$ cat src/rtl/ifu_fetch_unit.sv
// ifu_fetch_unit: instruction fetch stage feeding decode.
// Holds the architectural PC and issues one memory read per instruction.
// At most one fetch is in flight. The next fetch starts only after execute
// supplies the next PC (dnpc).
// Optional build macro IFU_TIMEOUT_EN adds a fetch watchdog. If the read
// address and data phases together run for TIMEOUT cycles, the unit goes to
// the error state with cause 3. In the default build the FSM waits forever.
//
// state  | meaning
// -------+----------------------------------------------------------------
// IDLE   | first cycle after reset; checks RESET_PC alignment
// ADDR   | imem_arvalid high, waiting for imem_arready
// DATA   | imem_rready high, waiting for imem_rvalid
// HOLD   | inst_valid high, waiting for decode to take the instruction
// WAIT   | instruction consumed, waiting for dnpc from execute
// ERR    | terminal error; only rst leaves this state

module ifu_fetch_unit #(
   parameter logic [31:0] RESET_PC = 32'h8000_0000,
   parameter int          TIMEOUT  = 255
) (
   input  logic        clk,
   input  logic        rst,
   input  logic        dnpc_valid,
   input  logic [31:0] dnpc,
   output logic        imem_arvalid,
   output logic [31:0] imem_araddr,
   input  logic        imem_arready,
   input  logic        imem_rvalid,
   input  logic [31:0] imem_rdata,
   input  logic [1:0]  imem_rresp,
   output logic        imem_rready,
   output logic        inst_valid,
   input  logic        inst_ready,
   output logic [31:0] inst,
   output logic [31:0] pc,
   output logic        fetch_err,
   output logic [1:0]  err_cause,
   output logic [31:0] fetch_cnt
);

   typedef enum logic [2:0] {
      S_IDLE,
      S_ADDR,
      S_DATA,
      S_HOLD,
      S_WAIT,
      S_ERR
   } state_t;

   localparam logic [1:0] CAUSE_MISALIGN = 2'd1;
   localparam logic [1:0] CAUSE_BUS      = 2'd2;
   localparam logic [1:0] CAUSE_TIMEOUT  = 2'd3;

   state_t      r_state;
   logic [31:0] r_pc;
   logic [31:0] r_inst;
   logic [31:0] r_fetch_cnt;
   logic        r_arvalid;
   logic        r_rready;
   logic        r_inst_valid;
   logic        r_fetch_err;
   logic [1:0]  r_err_cause;

   logic        w_dnpc_aligned;
   logic        w_timeout;

   assign w_dnpc_aligned = (dnpc[1:0] == 2'b00);

`ifdef IFU_TIMEOUT_EN
   localparam int TW = ($clog2(TIMEOUT + 1) > 8) ? $clog2(TIMEOUT + 1) : 8;

   logic [TW-1:0] r_to_cnt;

   // Watchdog: zero outside a fetch, counts every cycle spent in ADDR or DATA.
   // ADDR is only ever entered from a non-fetch state, so the count restarts
   // at zero for each fetch.
   always_ff @(posedge clk or posedge rst) begin
      if (rst) begin
         r_to_cnt <= '0;
      end else if (r_state == S_ADDR || r_state == S_DATA) begin
         r_to_cnt <= r_to_cnt + TW'(1);
      end else begin
         r_to_cnt <= '0;
      end
   end

   // The TIMEOUT-th edge in ADDR+DATA fires. The compare is >= because an
   // address handshake on that edge wins and carries the count into DATA.
   assign w_timeout = (r_to_cnt >= TW'(TIMEOUT - 1));
`else
   assign w_timeout = 1'b0;
`endif

   // Fetch FSM. Every output is a register updated together with the state.
   always_ff @(posedge clk or posedge rst) begin
      if (rst) begin
         r_state      <= S_IDLE;
         r_pc         <= RESET_PC;
         r_inst       <= '0;
         r_fetch_cnt  <= '0;
         r_arvalid    <= 1'b0;
         r_rready     <= 1'b0;
         r_inst_valid <= 1'b0;
         r_fetch_err  <= 1'b0;
         r_err_cause  <= 2'd0;
      end else begin
         case (r_state)
            S_IDLE: begin
               if (r_pc[1:0] == 2'b00) begin
                  r_state   <= S_ADDR;
                  r_arvalid <= 1'b1;
               end else begin
                  r_state     <= S_ERR;
                  r_fetch_err <= 1'b1;
                  r_err_cause <= CAUSE_MISALIGN;
               end
            end

            S_ADDR: begin
               if (imem_arready) begin
                  r_state   <= S_DATA;
                  r_arvalid <= 1'b0;
                  r_rready  <= 1'b1;
               end else if (w_timeout) begin
                  r_state     <= S_ERR;
                  r_arvalid   <= 1'b0;
                  r_fetch_err <= 1'b1;
                  r_err_cause <= CAUSE_TIMEOUT;
               end
            end

            S_DATA: begin
               if (imem_rvalid) begin
                  r_rready <= 1'b0;
                  if (imem_rresp == 2'b00) begin
                     r_state      <= S_HOLD;
                     r_inst       <= imem_rdata;
                     r_fetch_cnt  <= r_fetch_cnt + 32'd1;
                     r_inst_valid <= 1'b1;
                  end else begin
                     r_state     <= S_ERR;
                     r_fetch_err <= 1'b1;
                     r_err_cause <= CAUSE_BUS;
                  end
               end else if (w_timeout) begin
                  r_state     <= S_ERR;
                  r_rready    <= 1'b0;
                  r_fetch_err <= 1'b1;
                  r_err_cause <= CAUSE_TIMEOUT;
               end
            end

            // A dnpc arriving with inst_ready skips WAIT. This gives a
            // single-cycle core back-to-back fetches.
            S_HOLD: begin
               if (inst_ready) begin
                  r_inst_valid <= 1'b0;
                  if (dnpc_valid) begin
                     r_pc <= dnpc;
                     if (w_dnpc_aligned) begin
                        r_state   <= S_ADDR;
                        r_arvalid <= 1'b1;
                     end else begin
                        r_state     <= S_ERR;
                        r_fetch_err <= 1'b1;
                        r_err_cause <= CAUSE_MISALIGN;
                     end
                  end else begin
                     r_state <= S_WAIT;
                  end
               end
            end

            S_WAIT: begin
               if (dnpc_valid) begin
                  r_pc <= dnpc;
                  if (w_dnpc_aligned) begin
                     r_state   <= S_ADDR;
                     r_arvalid <= 1'b1;
                  end else begin
                     r_state     <= S_ERR;
                     r_fetch_err <= 1'b1;
                     r_err_cause <= CAUSE_MISALIGN;
                  end
               end
            end

            S_ERR: begin
               r_state <= S_ERR;
            end

            default: begin
               r_state      <= S_ERR;
               r_arvalid    <= 1'b0;
               r_rready     <= 1'b0;
               r_inst_valid <= 1'b0;
            end
         endcase
      end
   end

   assign imem_arvalid = r_arvalid;
   assign imem_araddr  = r_pc;
   assign imem_rready  = r_rready;
   assign inst_valid   = r_inst_valid;
   assign inst         = r_inst;
   assign pc           = r_pc;
   assign fetch_err    = r_fetch_err;
   assign err_cause    = r_err_cause;
   assign fetch_cnt    = r_fetch_cnt;

endmodule
$ cat config.mk
export PLATFORM = sky130hd
export DESIGN_NAME = ifu_fetch_unit
export DESIGN_NICKNAME = d
export VERILOG_FILES = /design/src/rtl/ifu_fetch_unit.sv
export SDC_FILE = /design/constraint.sdc
export NUM_CORES = 1
export LEC_CHECK = 0
export CAP_MARGIN = 20
export CORE_ASPECT_RATIO = 0.5
export CORE_MARGIN = 2
export CORE_UTILIZATION = 42
export DETAILED_ROUTE_END_ITERATION = 6
export PLACE_DENSITY = 0.82
export SKIP_LAST_GASP = 1
export SYNTH_ARGS = -nofsm -noshare
export SYNTH_HDL_FRONTEND = slang
export SYNTH_SLANG_ARGS = --single-unit
export TNS_END_PERCENT = 5
$ cat constraint.sdc
create_clock -name clk -period 4.6 [get_ports clk]
set_input_delay 0.92 -clock clk [delete_from_list [all_inputs] [get_ports clk]]
set_output_delay 0.92 -clock clk [all_outputs]
set_load 0.1 [all_outputs]
=== Word-level counts from Yosys, hierarchy flattened ===
Index checks and enable logic that the tools add are counted.

* $add $sub $neg: 1
* Eq/ne operators: 13
* Muxes and demuxes: 39
* Bitwise operators: 3
* Reductions and logical operators: 16

{| class="wikitable"
|+ Operators with widths
! cell !! count
|-
| 32-bit two-way mux || 2
|-
| 32-bit one-hot mux with 2 select lines || 1
|-
| 32-bit by 1-bit adder with 32-bit output, second input constant || 1
|-
| 3-bit two-way mux || 8
|-
| 1-bit two-way mux || 16
|-
| 2-bit != test, second input constant || 8
|-
| 3-bit one-hot mux with 5 select lines || 1
|-
| 2-bit two-way mux || 6
|-
| 4-bit AND reduction || 3
|-
| 2-bit one-hot mux with 4 select lines || 1
|-
| 4-bit OR reduction || 2
|-
| 3-bit by 2-bit == test with 1-bit output, second input constant || 2
|-
| 3-bit == test, second input constant || 2
|-
| 2-bit zero test || 3
|-
| 1-bit one-hot mux with 3 select lines || 2
|-
| 3-bit AND reduction || 2
|-
| 1-bit one-hot mux with 5 select lines || 1
|-
| 5-bit AND reduction || 1
|-
| 1-bit one-hot mux with 4 select lines || 1
|-
| 4-bit nonzero test || 1
|-
| 3-bit by 1-bit == test with 1-bit output, second input constant || 1
|-
| 3-bit zero test || 1
|-
| 1-bit inverter || 3
|-
| 2-bit AND reduction || 1
|-
| other kinds (2) || 2
|}

* Register bits after elaboration: 105
* Input bits: 72
* Output and inout bits: 134
* Word-level logic and storage cells: 81

=== Depth between registers and ports, before layout ===
* Depth in word-level cells: 5
* Mapped depth: 9
* Depth with buffers taken out: 6

=== Least setup slack after synthesis ===
No wires, ideal clock.

* Kind: reg2reg
* Start point: reg r_fetch_cnt[6], in the netlist fetch_cnt[6]
* End point: reg r_fetch_cnt[26], in the netlist fetch_cnt[26]
* Setup time: 0.158 ns
* Arrival time: 2.477 ns
* Data required time: 4.442 ns
* Setup slack: 1.965 ns
* Stages on the path, launching flop included: 7
* Buffers on the path: 0
* Path through: dfrtp_1 -> and4_4 -> nand4_4 -> or4_4 -> nor2_2 -> nand4_1 -> xnor2_1

* Cells in the longest elaborated chain, start to end: 1

{| class="wikitable"
|+ RTL lines
! what !! RTL line !! source
|-
| start: declaration || 58 || <nowiki>logic [31:0] r_fetch_cnt;</nowiki>
|-
| start signal: assignment || 139 || <nowiki>r_fetch_cnt <= r_fetch_cnt + 32'd1;</nowiki>
|-
| 32-bit by 1-bit adder with 32-bit output || 139 ||
|}

Every way passes these cells.
A chain may end at the register's enable or synchronous reset.

=== Worst setup path in the final report ===
* Start point: reg r_fetch_cnt[9], in the netlist fetch_cnt[9]
* End point: out fetch_cnt[9]

{| class="wikitable"
|+ RTL lines
! what !! RTL line !! source
|-
| end: declaration || 39 || <nowiki>output logic [31:0] fetch_cnt</nowiki>
|}

No word-level cell between the ends.

==> impl_metrics.env <==
export IMPL_status="finished, final reports clean"
export IMPL_setup_ws_ns=1.652
export IMPL_cp_required_ns=3.68
export IMPL_min_delay_path_depth=1
export IMPL_maxSlewViolCount=0
export IMPL_synthSimpleGateAreaFrac=0.1852
export IMPL_path_buf_inv=1
export IMPL_h_tree_depth=3
export IMPL_r2r_start="r_state[1]"
export IMPL_clk_path_buf_depth=2
export IMPL_yosys_area_share_adder=0.002692
export IMPL_fmax_mhz=339.2
export IMPL_cts_buffers_inserted=9
export IMPL_io_buffers=205
export IMPL_synth_top_cell_area_share=0.5599
export IMPL_grt_max_degree=84
export IMPL_synth_top_family_by_area="simple AND/OR/NAND/NOR gates"
export IMPL_route_detailed_drc=0
export IMPL_cts_sinks=105
export IMPL_synth_xor_area_frac=0.05841
export IMPL_async_flop_share=1.000
export IMPL_finalNetCount=686
export IMPL_slew_headroom=0.3213
export IMPL_yosys_warnings=0
export IMPL_synth_compound_area_frac=0.03149
export IMPL_cts_clk_slew_worst_paths_ns=0.07
export IMPL_holdPathEnd="fetch_err"
export IMPL_hold_viol=0
export IMPL_synth_edf_count=0
export IMPL_cpMaxStageDelayCell="clkdlybuf4s50_1"
export IMPL_core_mm2=0.01088
export IMPL_syn_inst=439
export IMPL_grt_pass1_vias=3543
export IMPL_die_width_um=152.8
export IMPL_drt_total_wl_um=11030
export IMPL_ff2ff_path_depth=6
export IMPL_fin_crit_sh=0.6408
export IMPL_drt_iter0_drc=241
export IMPL_cts_setup_buffers=0
export IMPL_drive_gt1_frac=0.1068
export IMPL_synth_area_leaders="dfrtp_1 56%, nand2_1 10%, mux2_2 8.0%"
export IMPL_finClkSkew_ns=0.008773
export IMPL_syn2layout_area_growth_pct=49.93
export IMPL_r2r_setup_slack_ns=2.32
export IMPL_antenna_found_initial=0
export IMPL_io_pins=206
export IMPL_ctsResizeCount=0
export IMPL_place_ws_ns=1.687
export IMPL_crit_arrival_ns=2.03
export IMPL_syn_area_per_cell_um2=10.59
export IMPL_cap_viol_max_count=0
export IMPL_synth_nets=512
export IMPL_fin_tns_setup_ns=0
export IMPL_startpoint="fetch_cnt[9]"
export IMPL_hold_buffers=0
export IMPL_die_area_mm2=0.01198
export IMPL_num_vias=3623
export IMPL_antenna_left=0
export IMPL_grt_usage=0.1839
export IMPL_start_util=0.4273
export IMPL_r2r_end="fetch_cnt[20]"
export IMPL_mostFrequentLayoutCell="clkdlybuf4s50_1"
export IMPL_final_cell_mix="205 x clkdlybuf4s50_1, 127 x nand2_1, 104 x dfrtp_1, 33 x mux2_2, 24 x xnor2_1"
export IMPL_firstDrtPassIters=4
export IMPL_antenna_cells=0
export IMPL_overflow=0
export IMPL_synth_top_flop_cell="dfrtp_1"
export IMPL_yosysSeqAreaShare=0.5655
export IMPL_hp_class="reg2reg"
export IMPL_die_h_um=78.39
export IMPL_crit_chain="clkdlybuf4s50_1"
export IMPL_muxShareOfSynthArea=0.08425
export IMPL_cts_root_buf="clkbuf_16"
export IMPL_via_per_inst=4.748
export IMPL_cts_tree="built"
export IMPL_tightestPinTransition_ns=1.015
export IMPL_ys_ff_latch=105
export IMPL_worstSetupStartpointType="flop"
export IMPL_path_max_fanout=6
export IMPL_wl_per_cell_um=14.45
export IMPL_setup_violations=0
export IMPL_clkLatencyLatePin_ns=0.33
export IMPL_critPathCaptureType="primary output"
export IMPL_path_class="reg2out"
export IMPL_fin_crit_ns=2.948
export IMPL_rsz0062_at_grt="no"
export IMPL_slowest_delay_ns=1.19
export IMPL_crit_family="buffers and inverters"
export IMPL_synth_top_area_cell="dfrtp_1"
export IMPL_syn_area_mm2=0.004648
export IMPL_place_congestion=0.8762
export IMPL_dp_hpwl_um=8185
export IMPL_synth_cell_types=41
export IMPL_grt_pass1_wl_um=18000
export IMPL_worstHoldStart="fetch_err"
export IMPL_placementRows=27
logic make-up (layout without fill, tap and decap cells):
kind of cell	Yosys count	after routing
mux	35	35
xor+xnor	31	31
buf+inv	55	234
flops	105	105
compound gates	24	24
fa+ha+maj	1	1
simple gates	188	188
worst max-delay path by stage:
stage / slack, ns / depth (start not counted) / endpoint
floorplan: 0.92 / 1 / err_cause[0]
global placement: 1.67 / 4 / fetch_cnt[0]
detailed placement: 1.69 / 7 / fetch_cnt[20]
CTS: 1.64 / 1 / fetch_cnt[9]
global route: 1.61 / 1 / fetch_cnt[10]
finish: 1.65 / 1 / fetch_cnt[9]
metal layers:
layer	vias up	track usage	share of wire
li1	1751	-	-
met1	1755	0.2309	0.42
met2	105	0.3269	0.52
met3	12	0.04804	0.051
met4	0	0.03519	0.011
met5	-	0	0
sequential cells by signal, indices dropped and copies added (netlist names):
register / flops
r_state: 3
imem_rready: 1
fetch_err: 1
inst_valid: 1
imem_arvalid: 1
fetch_cnt: 32
err_cause: 2
imem_araddr: 32
inst: 32
metrics by stage:
stage                     hold slack, ns  cell area, um^2  instances  utilization
final                             0.4690             6969        763       0.6407
after global routing              0.4892             6969        763       0.6407
after CTS                         0.4758             6942        762       0.6381
after detailed placement          0.4589             6636        746       0.6101
after global placement            0.4516             6609        745       0.6075
after floorplan                   0.6289             4648        439            -
cell usage after synthesis (2+ instances only):
| cell type | count |
|---|---|
| inv_1 | 7 |
| or3_1 | 2 |
| o21ai_0 | 8 |
| nand2b_1 | 5 |
| xor2_1 | 7 |
| o22ai_1 | 3 |
| xnor2_1 | 24 |
| and4_1 | 2 |
| buf_4 | 33 |
| mux2i_1 | 2 |
| nand3_1 | 12 |
| and3_1 | 3 |
| nand4_1 | 7 |
| a21oi_1 | 6 |
| mux2_2 | 33 |
| nand2_1 | 127 |
| buf_2 | 5 |
| clkbuf_1 | 10 |
| dfrtp_1 | 104 |
| nor3_1 | 5 |
| nor2_1 | 14 |
area by class of cell:
| class | instances | area (um^2) |
|---|---|---|
| inverters | 7 | 28.78 |
| fillers | 862 | 3909 |
| well taps | 145 | 181.4 |
| flip-flops and latches | 105 | 2629 |
| multi-input cells | 279 | 1688 |
| clock buffers | 10 | 239.0 |
| clock inverters | 6 | 66.31 |
| repair buffers | 211 | 2137 |
Power is left out: the tool's default activity adds up to more than one toggle a clock period on the data nets, which glitch-free logic cannot reach.
